File: src/rtl/cvxif_result_queue_if.sv
// ============================================================================
// cvxif_result_queue_if : ALU result, commit and CPU result channels
// Revision: 1.0
// ============================================================================
`default_nettype none

interface cvxif_result_queue_if #(
  parameter int Depth       = 4,
  parameter int XLEN        = 32,
  parameter int IdWidth     = 4,
  parameter int HartIdWidth = 1
);
  localparam int CntW = $clog2(Depth) + 1;

  logic                   alu_valid_i;
  logic                   alu_ready_o;
  logic [HartIdWidth-1:0] alu_hartid_i;
  logic [IdWidth-1:0]     alu_id_i;
  logic [XLEN-1:0]        alu_data_i;
  logic [4:0]             alu_rd_i;
  logic                   alu_we_i;

  logic                   commit_valid_i;
  logic [IdWidth-1:0]     commit_id_i;
  logic                   commit_kill_i;

  logic                   result_valid_o;
  logic                   result_ready_i;
  logic [HartIdWidth-1:0] result_hartid_o;
  logic [IdWidth-1:0]     result_id_o;
  logic [XLEN-1:0]        result_data_o;
  logic [4:0]             result_rd_o;
  logic                   result_we_o;
  logic [CntW-1:0]        count_o;

  modport slave (
    input  alu_valid_i, alu_hartid_i, alu_id_i, alu_data_i, alu_rd_i, alu_we_i,
    input  commit_valid_i, commit_id_i, commit_kill_i,
    input  result_ready_i,
    output alu_ready_o,
    output result_valid_o, result_hartid_o, result_id_o, result_data_o,
    output result_rd_o, result_we_o, count_o
  );

  modport master (
    output alu_valid_i, alu_hartid_i, alu_id_i, alu_data_i, alu_rd_i, alu_we_i,
    output commit_valid_i, commit_id_i, commit_kill_i,
    output result_ready_i,
    input  alu_ready_o,
    input  result_valid_o, result_hartid_o, result_id_o, result_data_o,
    input  result_rd_o, result_we_o, count_o
  );
endinterface

`default_nettype wire

File: src/rtl/cvxif_result_queue.sv
// ============================================================================
// cvxif_result_queue : circular result FIFO with commit-kill and auto-drop
// Revision: 1.0
// ============================================================================
`default_nettype none

module cvxif_result_queue #(
  parameter int Depth       = 4,
  parameter int XLEN        = 32,
  parameter int IdWidth     = 4,
  parameter int HartIdWidth = 1
) (
  input  logic                 clk_i,
  input  logic                 rst_ni,
  cvxif_result_queue_if.slave  bus
);
  localparam int PtrW = $clog2(Depth);
  localparam int CntW = PtrW + 1;

  logic [HartIdWidth-1:0] hartid_q [Depth];
  logic [IdWidth-1:0]     id_q     [Depth];
  logic [XLEN-1:0]        data_q   [Depth];
  logic [4:0]             rd_q     [Depth];
  logic                   we_q     [Depth];

  logic [Depth-1:0] killed_q, killed_d;
  logic [PtrW-1:0]  rptr_q, rptr_d;
  logic [PtrW-1:0]  wptr_q, wptr_d;
  logic [CntW-1:0]  count_q, count_d;

  logic not_empty, head_killed, valid, drop, ready, push, pop, kill_en;

  always_comb begin
    not_empty   = (count_q != '0);
    head_killed = killed_q[rptr_q];
    valid       = not_empty && !head_killed;
    drop        = not_empty && head_killed;
    ready       = (count_q < CntW'(Depth));
    push        = bus.alu_valid_i && ready;
    pop         = valid && bus.result_ready_i;
    kill_en     = bus.commit_valid_i && bus.commit_kill_i;
  end

  // Occupancy of slot i is judged by its distance from the read pointer;
  // the presented head is shielded so a valid output stays stable.
  always_comb begin
    killed_d = killed_q;
    for (int i = 0; i < Depth; i++) begin
      if (kill_en
          && ({1'b0, PtrW'(PtrW'(i) - rptr_q)} < count_q)
          && (id_q[i] == bus.commit_id_i)
          && !((PtrW'(i) == rptr_q) && valid)) begin
        killed_d[i] = 1'b1;
      end
    end
    if (push) begin
      killed_d[wptr_q] = kill_en && (bus.alu_id_i == bus.commit_id_i);
    end
  end

  always_comb begin
    wptr_d  = push ? wptr_q + PtrW'(1) : wptr_q;
    rptr_d  = (pop || drop) ? rptr_q + PtrW'(1) : rptr_q;
    count_d = count_q;
    case ({push, (pop || drop)})
      2'b10:   count_d = count_q + CntW'(1);
      2'b01:   count_d = count_q - CntW'(1);
      default: count_d = count_q;
    endcase
  end

  always_ff @(posedge clk_i) begin
    if (!rst_ni) begin
      killed_q <= '0;
      rptr_q   <= '0;
      wptr_q   <= '0;
      count_q  <= '0;
    end else begin
      killed_q <= killed_d;
      rptr_q   <= rptr_d;
      wptr_q   <= wptr_d;
      count_q  <= count_d;
    end
  end

  always_ff @(posedge clk_i) begin
    if (push) begin
      hartid_q[wptr_q] <= bus.alu_hartid_i;
      id_q[wptr_q]     <= bus.alu_id_i;
      data_q[wptr_q]   <= bus.alu_data_i;
      rd_q[wptr_q]     <= bus.alu_rd_i;
      we_q[wptr_q]     <= bus.alu_we_i;
    end
  end

  assign bus.alu_ready_o     = ready;
  assign bus.result_valid_o  = valid;
  assign bus.result_hartid_o = hartid_q[rptr_q];
  assign bus.result_id_o     = id_q[rptr_q];
  assign bus.result_data_o   = data_q[rptr_q];
  assign bus.result_rd_o     = rd_q[rptr_q];
  assign bus.result_we_o     = we_q[rptr_q];
  assign bus.count_o         = count_q;

endmodule

`default_nettype wire

File: src/flat_wrapper.sv
// flat-port wrapper written by rule: the top's interface ports become plain ports
module cvxif_result_queue_flat 
#(
  parameter int Depth       = 4,
  parameter int XLEN        = 32,
  parameter int IdWidth     = 4,
  parameter int HartIdWidth = 1
)
  (clk_i, rst_ni, bus_alu_valid_i, bus_alu_hartid_i, bus_alu_id_i, bus_alu_data_i, bus_alu_rd_i, bus_alu_we_i, bus_commit_valid_i, bus_commit_id_i, bus_commit_kill_i, bus_result_ready_i, bus_alu_ready_o, bus_result_valid_o, bus_result_hartid_o, bus_result_id_o, bus_result_data_o, bus_result_rd_o, bus_result_we_o, bus_count_o);
  cvxif_result_queue_if #(.Depth(Depth), .XLEN(XLEN), .IdWidth(IdWidth), .HartIdWidth(HartIdWidth)) bus_i ();
  input  logic clk_i;
  input  logic rst_ni;
  input wire logic [$bits(bus_i.alu_valid_i)-1:0] bus_alu_valid_i;
  input wire logic [$bits(bus_i.alu_hartid_i)-1:0] bus_alu_hartid_i;
  input wire logic [$bits(bus_i.alu_id_i)-1:0] bus_alu_id_i;
  input wire logic [$bits(bus_i.alu_data_i)-1:0] bus_alu_data_i;
  input wire logic [$bits(bus_i.alu_rd_i)-1:0] bus_alu_rd_i;
  input wire logic [$bits(bus_i.alu_we_i)-1:0] bus_alu_we_i;
  input wire logic [$bits(bus_i.commit_valid_i)-1:0] bus_commit_valid_i;
  input wire logic [$bits(bus_i.commit_id_i)-1:0] bus_commit_id_i;
  input wire logic [$bits(bus_i.commit_kill_i)-1:0] bus_commit_kill_i;
  input wire logic [$bits(bus_i.result_ready_i)-1:0] bus_result_ready_i;
  output wire logic [$bits(bus_i.alu_ready_o)-1:0] bus_alu_ready_o;
  output wire logic [$bits(bus_i.result_valid_o)-1:0] bus_result_valid_o;
  output wire logic [$bits(bus_i.result_hartid_o)-1:0] bus_result_hartid_o;
  output wire logic [$bits(bus_i.result_id_o)-1:0] bus_result_id_o;
  output wire logic [$bits(bus_i.result_data_o)-1:0] bus_result_data_o;
  output wire logic [$bits(bus_i.result_rd_o)-1:0] bus_result_rd_o;
  output wire logic [$bits(bus_i.result_we_o)-1:0] bus_result_we_o;
  output wire logic [$bits(bus_i.count_o)-1:0] bus_count_o;
  assign bus_i.alu_valid_i = bus_alu_valid_i;
  assign bus_i.alu_hartid_i = bus_alu_hartid_i;
  assign bus_i.alu_id_i = bus_alu_id_i;
  assign bus_i.alu_data_i = bus_alu_data_i;
  assign bus_i.alu_rd_i = bus_alu_rd_i;
  assign bus_i.alu_we_i = bus_alu_we_i;
  assign bus_i.commit_valid_i = bus_commit_valid_i;
  assign bus_i.commit_id_i = bus_commit_id_i;
  assign bus_i.commit_kill_i = bus_commit_kill_i;
  assign bus_i.result_ready_i = bus_result_ready_i;
  assign bus_alu_ready_o = bus_i.alu_ready_o;
  assign bus_result_valid_o = bus_i.result_valid_o;
  assign bus_result_hartid_o = bus_i.result_hartid_o;
  assign bus_result_id_o = bus_i.result_id_o;
  assign bus_result_data_o = bus_i.result_data_o;
  assign bus_result_rd_o = bus_i.result_rd_o;
  assign bus_result_we_o = bus_i.result_we_o;
  assign bus_count_o = bus_i.count_o;
  cvxif_result_queue #(.Depth(Depth), .XLEN(XLEN), .IdWidth(IdWidth), .HartIdWidth(HartIdWidth)) u_core (.clk_i(clk_i), .rst_ni(rst_ni), .bus(bus_i));
endmodule
File: config.mk
export PLATFORM = sky130hd
export DESIGN_NAME = cvxif_result_queue_flat
export DESIGN_NICKNAME = d
export VERILOG_FILES = /design/src/rtl/cvxif_result_queue_if.sv /design/src/rtl/cvxif_result_queue.sv /design/src/flat_wrapper.sv
export SDC_FILE = /design/constraint.sdc
export NUM_CORES = 1
export LEC_CHECK = 0
export ABC_CLOCK_PERIOD_IN_PS = 2200
export CAP_MARGIN = 20
export CELL_PAD_IN_SITES_DETAIL_PLACEMENT = 0
export CELL_PAD_IN_SITES_GLOBAL_PLACEMENT = 2
export CORE_ASPECT_RATIO = 0.75
export CORE_MARGIN = 2
export CORE_UTILIZATION = 37
export DETAILED_ROUTE_END_ITERATION = 8
export PLACE_DENSITY = 0.85
export SLEW_MARGIN = 20
export SYNTH_ARGS = -nofsm -noshare
export SYNTH_HDL_FRONTEND = slang
export SYNTH_SLANG_ARGS = --single-unit
File: constraint.sdc
create_clock -name clk_i -period 2.2 [get_ports clk_i]
set_clock_uncertainty 0.05 [all_clocks]
set_input_delay 0.33 -clock clk_i [delete_from_list [all_inputs] [get_ports clk_i]]
set_output_delay 0.33 -clock clk_i [all_outputs]
set_load 0.1 [all_outputs]
==> metrics.csv <==
stage;metric;value;unit
outcome;outcome;finished, final reports clean;
sta;min_period;2.199;ns
drt;drt-pass1-iter-count;4;
cells_and_area;stdcell_area;0.009960;sq mm
floorplan;start_util;37.89;%
global_route;grt_max_degree;26;
pwr;irDropWorstVdd;1042;uV
logic_synthesis;async_flop_share;0;%
global_route;top_usage_layer;met2;
worst_setup_path;reg2reg_depth;9;
logic_synthesis;ys.flop_type;edfxtp_1;
pwr;p_per_area;1510;mW/mm^2
floorplan;fp.coreArea;0.01938;sq mm
worst_setup_path;start_kind;flip-flop;
logic_synthesis;postSynthCellCount;353;
floorplan;die_h;126.0;microns
floorplan;die_area;0.02100;sq mm
worst_hold_path;worstHoldPathType;primary input to flip-flop;
cells_and_area;drive_above_1_share;34.22;%
global_route;gr-usage-met3;3.740;%
worst_setup_path;worstReg2RegStart;u_core.rptr_q[0];
logic_synthesis;syn_nets;420;
floorplan;die_x;166.7;microns
flow_run;cap_violations;0;
placed_design;dp_hpwl;9615;microns
global_route;met2_usage;22.22;%
drt;via_per_inst;4.958;
global_route;grt.total_usage;14.44;%
logic_synthesis;syn-cell-area;0.007342;sq mm
logic_synthesis;synth_edf_count;172;
worst_setup_path;crit_required;1.82;ns
sta;finalHoldViolCount;0;
clock_tree;htree_levels;4;
pwr;power.leakage;3.315;nW
drt;wirelength;14740;microns
worst_setup_path;worstPathArrival;1.82;ns
clock_tree;clock_sinks;185;
clock_tree;root_buffer;clkbuf_16;
drt;wl_per_cell;19.89;microns
clock_tree;cts_tree;yes;
logic_synthesis;yosys_warnings;0;
worst_hold_path;whs_path_depth;1;
placed_design;io_buffers;100;
drt;remaining_drc_errors;0;
placed_design;dpl-instance-area;0.009304;sq mm
drt;antenna_left;0;
worst_setup_path;worstPathMaxFanout;15;
sta;max_slew_margin;63.35;%
placed_design;pre_cts_ws;-0.04620;ns
placed_design;place_congestion;0.8232;
sta;finalSetupViolations;0;
clock_tree;clk_latency;0.42;ns
clock_tree;cts_buffer_depth;2;
floorplan;rows;44;
cells_and_area;final_util;51.39;%
worst_setup_path;cp-end-kind;primary output;
sta;tns;0;ns
global_route;grt_pass1_wl;22700;microns
worst_setup_path;path_class;flip-flop to primary output;
sta;rsz0062_at_grt;true;
floorplan;ios;101;
global_route;grt_use_met1;20.23;%
clock_tree;cts_hold_buffers;0;
logic_synthesis;netlist-cell-type-count;33;
global_route;overflow;0;
global_route;grt_pass1_vias;3957;
logic_synthesis;syn-mean-instance-area;20.80;sq um
logic_synthesis;synth-seq-area-share;73.89;%
clock_tree;cts_inserted_buffers;17;
worst_hold_path;worstHoldStart;bus_alu_data_i[23];
clock_tree;clkTransAtPathRegs;0.06;ns
drt;drt_iter0_markers;252;
worst_setup_path;r2r_end;u_core.bus.count_o[2];
global_route;grt_antenna_before_repair;0;
sta;fin_ws;0.0009590;ns
cells_and_area;syn_to_final_growth;35.65;%
sta;worstMarginPinSlew;0.5480;ns
drt;num_vias;3674;
worst_setup_path;r2r_slack;0.08;ns
sta;maxSlewViolCount;0;
cells_and_area;n_antenna_cell;0;
sta;max_freq;454.7;MHz
worst_hold_path;hold_end;u_core.data_q[1][23];
sta;period_share;99.96;%
logic_synthesis;ys_ff_latch;185;
cells_and_area;nets;542;
power breakdown:
part	internal [mW]	total, mW	switching [mW]
Combinational	2.81	7.53	4.72
Clock	1.69	2.95	1.26
Sequential	4.38	4.56	0.183
metrics by stage:
step	hold slack, ns	power (mW)	instances
floorplan	0.3789	9.346	353
global placement	0.4871	11.99	706
detailed placement	0.4940	12.06	706
CTS	0.4709	15.07	739
global route	0.4782	15.54	741
finish	0.4898	15.04	741
critical path, stage by stage (launching register included):
cell     delay, ns
dfxtp_4       0.43
buf_12        0.19
mux4_2        0.57
buf_12        0.19
layout by cell type, fill, tap and decap left out, drive strengths merged, types with 6 or more instances in the layout:
master         Yosys  layout
nand2              7       7
buf                6      67
clkbuf            11      21
xnor2             18      18
mux4              44      44
clkdlybuf4s50      0      52
inv               15      19
xor2               6       6
ha                13      13
dfxtp             13      13
nand3              6       6
edfxtp           172     172
layout make-up:
class	count	area (sq um)
Fill cell	1558	9419
Tap cell	253	316.6
Sequential cell	185	5444
Multi-Input combinational cell	136	1823
Timing Repair Buffer	120	1740
Inverter	15	60.06
Clock inverter	12	138.9
Clock buffer	20	436.7
kinds of logic after synthesis:
group,after synthesis,synth area share [%]
compound gates,21,2.710
xor+xnor,24,2.863
fa+ha+maj,14,2.488
buf+inv,32,1.823
flops,185,73.89
mux,45,13.65
simple gates,32,2.573
what timing repair did:
item | 4_1_cts | 5_1_grt
endpoints found under the setup margin | 18 | 24
buffers inserted | 1 | 1
gates cloned | 0 | 1
resized for setup | 0 | 7
pin swaps | 0 | 3
how the worst max path moves through the flow:
| stage | depth (start not counted) | from | slack, ns | end |
|---|---|---|---|---|
| 4_1_cts | 3 | flip-flop | -0.07 | bus_result_id_o[0] |
| 3_3_place_gp | 9 | bus_result_ready_i | 0.009 | u_core.bus.count_o[2] |
| 3_5_place_dp | 9 | bus_result_ready_i | -0.05 | u_core.bus.count_o[2] |
| 6_report | 3 | flip-flop | 0.001 | bus_result_data_o[26] |
| 2_1_floorplan | 10 | u_core.rptr_q[0] | -0.03 | u_core.bus.count_o[2] |
| 5_1_grt | 3 | flip-flop | -0.07 | bus_result_id_o[0] |
cells in the mapped netlist (2+ instances only):
cell type	instances	area share, %
ha_1	13	2.2
inv_1	15	0.77
xor2_1	6	0.72
clkbuf_1	11	0.56
xnor2_1	18	2.1
nor3b_1	2	0.20
a211o_1	4	0.48
o221a_1	4	0.61
and2_1	5	0.43
nand3_1	6	0.41
o21ai_0	4	0.27
nor2b_1	2	0.17
nand2_1	7	0.36
mux4_2	44	13
edfxtp_1	172	70
a2111oi_2	4	0.82
nand2b_1	4	0.34
dfxtp_1	13	3.5
buf_2	5	0.34
flip-flops by register name (all words and copies together) (netlist names), named ones only:
signal / cells
u_core.wptr_q: 2
u_core.killed_q: 4
u_core.hartid_q: 4
u_core.we_q: 4
u_core.data_q: 128
u_core.id_q: 16
u_core.rptr_q: 2
u_core.bus.count_o: 3
u_core.rd_q: 20
routing by layer:
| layer | share of wire (%) | routed length [microns] |
|---|---|---|
| met5 | 0 | 0 |
| met4 | 1.5 | 218 |
| met3 | 4.3 | 631 |
| met2 | 46 | 6754 |
| met1 | 48 | 7134 |
No activity file was read; power rests on OpenSTA's default activity.
